File: src/rtl/display_mem_reader.sv
// Avalon-MM read master: fetches word_count consecutive words from on-chip memory and streams
// them in address order on an Avalon-ST source, with read credits sized to the output FIFO.
module display_mem_reader #(
  parameter int unsigned ADDR_W       = 16,
  parameter int unsigned DATA_W       = 32,
  parameter int unsigned READ_LATENCY = 1,
  parameter int unsigned FIFO_DEPTH   = 4
) (
  input  logic              clk,
  input  logic              reset,
  input  logic              start,
  input  logic [ADDR_W-1:0] base_addr,
  input  logic [15:0]       word_count,
  output logic              busy,
  output logic              done,
  output logic [ADDR_W-1:0] avm_address,
  output logic              avm_read,
  output logic              avm_chipselect,
  output logic [3:0]        avm_byteenable,
  input  logic              avm_waitrequest,
  input  logic [DATA_W-1:0] avm_readdata,
  output logic [DATA_W-1:0] st_data,
  output logic              st_valid,
  input  logic              st_ready,
  output logic              st_last
);
  localparam int unsigned PW = (FIFO_DEPTH > 1) ? $clog2(FIFO_DEPTH) : 1;
  localparam int unsigned CW = PW + 2;

  typedef enum logic [1:0] {StIdle, StRead, StDrain, StFinish} state_e;

  state_e                  state_q;
  logic [ADDR_W-1:0]       addr_q;
  logic                    read_q;
  logic                    busy_q;
  logic                    done_q;
  logic [15:0]             issue_left_q;
  logic [15:0]             count_q;
  logic [15:0]             deliv_q;
  logic [READ_LATENCY-1:0] tok_q;
  logic [CW-1:0]           inflight_q;
  logic [CW-1:0]           fcnt_q;
  logic [PW-1:0]           wr_ptr_q;
  logic [PW-1:0]           rd_ptr_q;
  logic [DATA_W-1:0]       fifo_q [FIFO_DEPTH];

  logic          accept;
  logic          push;
  logic          pop;
  logic [CW-1:0] inflight_n;
  logic [CW-1:0] fcnt_n;
  logic [15:0]   issue_left_n;
  logic          credit_ok;

  // A new read is allowed only if every outstanding read still has a FIFO slot waiting for it.
  always_comb begin
    accept       = read_q & ~avm_waitrequest;
    push         = tok_q[READ_LATENCY-1];
    pop          = st_valid & st_ready;
    inflight_n   = inflight_q + CW'(accept) - CW'(push);
    fcnt_n       = fcnt_q + CW'(push) - CW'(pop);
    issue_left_n = issue_left_q - 16'(accept);
    credit_ok    = (inflight_n + fcnt_n) < CW'(FIFO_DEPTH);
  end

  assign avm_address    = addr_q;
  assign avm_read       = read_q;
  assign avm_chipselect = read_q;
  assign avm_byteenable = 4'hF;
  assign busy           = busy_q;
  assign done           = done_q;
  assign st_valid       = (fcnt_q != '0);
  assign st_data        = fifo_q[rd_ptr_q];
  assign st_last        = st_valid && (deliv_q == count_q - 16'd1);

  always_ff @(posedge clk or posedge reset) begin
    if (reset) begin
      state_q      <= StIdle;
      addr_q       <= '0;
      read_q       <= 1'b0;
      busy_q       <= 1'b0;
      done_q       <= 1'b0;
      issue_left_q <= '0;
      count_q      <= '0;
      deliv_q      <= '0;
      tok_q        <= '0;
      inflight_q   <= '0;
      fcnt_q       <= '0;
      wr_ptr_q     <= '0;
      rd_ptr_q     <= '0;
      for (int unsigned i = 0; i < FIFO_DEPTH; i++) fifo_q[i] <= '0;
    end else begin
      // Token shift register marks the cycle each accepted read's data returns.
      tok_q[0] <= accept;
      for (int unsigned i = 1; i < READ_LATENCY; i++) tok_q[i] <= tok_q[i-1];
      inflight_q   <= inflight_n;
      fcnt_q       <= fcnt_n;
      issue_left_q <= issue_left_n;
      if (accept) addr_q <= addr_q + ADDR_W'(1);
      if (push) begin
        fifo_q[wr_ptr_q] <= avm_readdata;
        wr_ptr_q         <= wr_ptr_q + PW'(1);
      end
      if (pop) begin
        rd_ptr_q <= rd_ptr_q + PW'(1);
        deliv_q  <= deliv_q + 16'd1;
      end
      done_q <= 1'b0;
      unique case (state_q)
        StIdle: begin
          if (start) begin
            count_q <= word_count;
            deliv_q <= '0;
            if (word_count == '0) begin
              state_q <= StFinish;
              done_q  <= 1'b1;
            end else begin
              state_q      <= StRead;
              busy_q       <= 1'b1;
              addr_q       <= base_addr;
              issue_left_q <= word_count;
              read_q       <= 1'b1;
            end
          end
        end
        StRead: begin
          // A stalled request stays up; otherwise issue while words remain and credit allows.
          read_q <= (read_q & avm_waitrequest) | ((issue_left_n != '0) & credit_ok);
          if (accept && (issue_left_q == 16'd1)) state_q <= StDrain;
        end
        StDrain: begin
          if (pop && st_last) begin
            state_q <= StFinish;
            busy_q  <= 1'b0;
            done_q  <= 1'b1;
          end
        end
        StFinish: state_q <= StIdle;
        default:  state_q <= StIdle;
      endcase
    end
  end

  fifo_no_overflow: assert property (@(posedge clk) disable iff (reset)
    !(push && !pop && (fcnt_q == CW'(FIFO_DEPTH))));

endmodule

File: config.mk
export PLATFORM = sky130hd
export DESIGN_NAME = display_mem_reader
export DESIGN_NICKNAME = d
export VERILOG_FILES = /design/src/rtl/display_mem_reader.sv
export SDC_FILE = /design/constraint.sdc
export NUM_CORES = 1
export LEC_CHECK = 0
export ABC_AREA = 1
export BUFFER_PORTS_ARGS = -buffer_cell sky130_fd_sc_hd__buf_2
export CORE_ASPECT_RATIO = 0.75
export CORE_MARGIN = 2
export CORE_UTILIZATION = 59
export DETAILED_ROUTE_END_ITERATION = 10
export PLACE_DENSITY = 0.91
export SYNTH_ARGS = -nofsm -noshare
export SYNTH_HDL_FRONTEND = slang
export SYNTH_SLANG_ARGS = --single-unit
File: constraint.sdc
create_clock -name clk -period 10.29 [get_ports clk]
set_input_delay 2.058 -clock clk [delete_from_list [all_inputs] [get_ports clk]]
set_output_delay 2.058 -clock clk [all_outputs]
set_load 0.03 [all_outputs]
==> impl_results.md <==
- Worst Reg-to-Reg Cells: 19
- Asr flop ratio synth: between 90% and 100%
- DIE WIDTH: about 160 um
- CTS Buffer Depth: 3
- Net Sw Power: roughly 2.0 mW
- Post-route DRC violation count: 0
- Clock sink total: 210
- Clock Power Share: 19.4%
- Postcts setup bufs: 0
- Root buffer cell: clkbuf_16
- Slew Viols, Final: 0
- Die Ht: about 120 um
- FILL cells: 1369
- Hold Path Depth: 2
- N_diodes: 0
- Initial antenna violation count: 0
- Detailed Place HPWL: 16.1 mm
- RSZ-0062 raised after global routing: false
- CP Capture Type: primary output
- Hold Path Sink: fifo_q[90]
- Startpoint types: flop
- Final Cycle Share: 50.6%
- Initial DRC Count: about 900
- Initial Util: approximately 60%
- Post-Place Worst Slack: ~5.3 ns
- Vias/cell: 5.52
- Hold_sp: fifo_q[90]
- Synth cell types: 41
- Post-CTS Resized: 0
- Commonest non-fill, non-tap cell in the layout: nand2_1
- Worst R2R Start: fcnt_q[2]
- Crit path max fanout: between 60 and 70
- Leak pwr: 5.90 nW
- Die area: between 15000 and 20000 um2
- Cts hold-fix bufs: 0
- Number of global-route vias before repair: roughly 8700
- # setup viols final: 0
- First-pass DRT Iterations: 5
- Multiplexer share of the synthesized area: 0%
- Syn_area_per_cell: approximately 8.1 um2
- I/O pin count: ~130
- Largest family of logic cells by synthesized area: simple AND/OR/NAND/NOR gates
- Synth-to-Final Area Change: 14.1%
- Worst-Margin Slew: 1.17 ns
- Final hold vios: 0
- RePlAce Congestion: just over 0.9
- Top FF cell, synth: dfrtp_1
- TritonCTS buffer count: 22
- Status: finished clean
- Comb pwr share: approximately 46%
- Row Count: 42
- Sequential-to-total area share from yosys stat: just over 50%
- Synth Area in Adders: between 3 and 4%
- Final Worst Setup Slack: about 5.1 ns
- Worst EP required: roughly 8 ns
- Peak VDD IR: ~0.20 mV
- Max Cap Viol: 0
- First-pass GRT wire length: 42.5 mm
- Post-route ant nets: 0
- Slew headroom: between 20% and 30%
- Drt total wl: 25.2 mm
- Max Fclk: 0.192 GHz
- Maximum number of pins on one net before global-route repair: roughly 140
- Via count of the routed design: 9058
- P_int: around 2.4 mW
- Arrival time at the worst endpoint: 3.15 ns
- DR WL/cell: between 15 and 20 um
- Clk_lat worst skew: 0.51 ns
- Total GRT Usage: roughly 28%
- Synth Area in XOR/XNOR: about 3.3%
- Reg-to-reg endpoint: avm_chipselect
- Most frequent cells in the layout: nand2_1, o21ai_0, dfrtp_1
- CTS clk-pin slew, worst paths: about 0.060 ns
- R2R Setup Slk: approximately 7.0 ns
- Skew final: approximately 0.018 ns
- Share of post-route cells with drive strength above 1: 14.2%
- GR Overflow Total: 0
- Setup TNS: 0 ns
- NumNets Final: roughly 1500
- CORE AREA: between 15000 and 20000 um2
- Final worst path period need: around 5.2 ns
- Kind of critical path: reg2out
- CTS tree: done
- Post-synth EDFFs: 0
- Number of I/O port buffers: approximately 120
- H-tree levels: 1
- Switch share: between 40 and 50%
- Power per cell area: about 370 nW/um2
- Compound-Gate Fraction of Synth Area: between 10% and 20%
- Origin of the worst setup path: rd_ptr_q[0]
- Mapped Area: 10500 um2
- Yosys reg bits: 210
- Simple-Gate Fraction of Synth Area: a little over a fifth
- Seq pwr share: 34.7%
- Hold WC Path Type: reg2reg
- Cells after Synth: between 1000 and 1500
- Yosys warnings: 0
-- per-stage QoR --
| stage | instance area [um2] | util (%) | instances | total power, mW | hold WS, ns |
|---|---|---|---|---|---|
| floorplan | 10500 | - | 1295 | 2.98 | 0.448 |
| global placement | 11200 | 63.7 | 1602 | 3.40 | 0.452 |
| detailed placement | 11200 | 63.7 | 1602 | 3.51 | 0.465 |
| CTS | 11900 | 68.2 | 1640 | 4.38 | 0.481 |
| global route | 11900 | 68.2 | 1640 | 4.72 | 0.502 |
| finish | 11900 | 68.2 | 1640 | 4.38 | 0.480 |
-- worst max-delay path by stage --
stage	end	slack, ns	cells past startpoint
floorplan	avm_address[0]	2.49	1
global placement	avm_chipselect	5.49	18
detailed placement	avm_chipselect	5.35	18
CTS	st_data[14]	5.10	4
global route	st_data[23]	4.85	4
finish	st_data[28]	5.08	4
-- sequential cells by signal (all words and copies together) (netlist names) --
name	cells
avm_address	16
avm_chipselect	1
busy	1
count_q	16
deliv_q	16
done	1
fcnt_q	4
fifo_q	128
inflight_q	4
issue_left_q	16
push	1
rd_ptr_q	2
state_q	2
wr_ptr_q	2
-- cells in the mapped netlist (all sizes together), types with 4 or more instances --
cell / number / area, um2
and2: 4 / 25.0
nor3: 11 / 65.1
clkbuf: 51 / 191
xnor2: 13 / 114
clkinv: 5 / 18.8
nand3: 42 / 220
nand2: 296 / 1130
nor4: 5 / 31.3
a21oi: 23 / 115
dfrtp: 210 / 5260
buf: 8 / 65.1
inv: 121 / 454
xor2: 26 / 228
nand4: 9 / 56.3
o22ai: 33 / 206
ha: 23 / 288
o21ai: 246 / 1230
nor2: 148 / 583
-- cell families (layout without fill, tap and decap cells) --
group / Yosys count / in the layout
other cells: 1 / 4
simple gates: 523 / 523
xor+xnor: 39 / 39
fa+ha+maj: 25 / 25
compound gates: 309 / 309
buf+inv: 185 / 288
flops: 210 / 210
-- worst max-delay path, stage by stage, from the launching register on --
cell	delay, ns
dfrtp_2	1.14
inv_2	0.76
o21ai_0	0.39
o22ai_1	0.14
buf_2	0.20
-- power by group through the flow --
stage,logic (mW),clock network [mW],registers [mW]
5_1_grt,2.26,0.897,1.57
6_report,2.01,0.849,1.52
2_1_floorplan,1.49,0,1.49
4_1_cts,2.01,0.854,1.51
3_3_place_gp,1.89,0,1.50
3_5_place_dp,1.99,0,1.52
-- cell type report --
type / count / area, um2 / share of cell area (%)
Tap cell: 242 / 303 / 2.54
Multi-Input combinational cell: 900 / 4490 / 37.6
Clock buffer: 33 / 673 / 5.64
Sequential cell: 210 / 5260 / 44.1
Clock inverter: 5 / 103 / 0.860
Timing Repair Buffer: 124 / 626 / 5.24
Inverter: 126 / 480 / 4.03
-- layer usage --
| metal | track usage [%] | up-vias | part of all wire (%) |
|---|---|---|---|
| li1 | - | 4380 | - |
| met1 | 40.5 | 4288 | 45 |
| met2 | 43.8 | 348 | 46 |
| met3 | 4.00 | 42 | 6.6 |
| met4 | 7.33 | 0 | 1.9 |
| met5 | 0 | - | 0 |
Power figures use the tool's default switching activity.
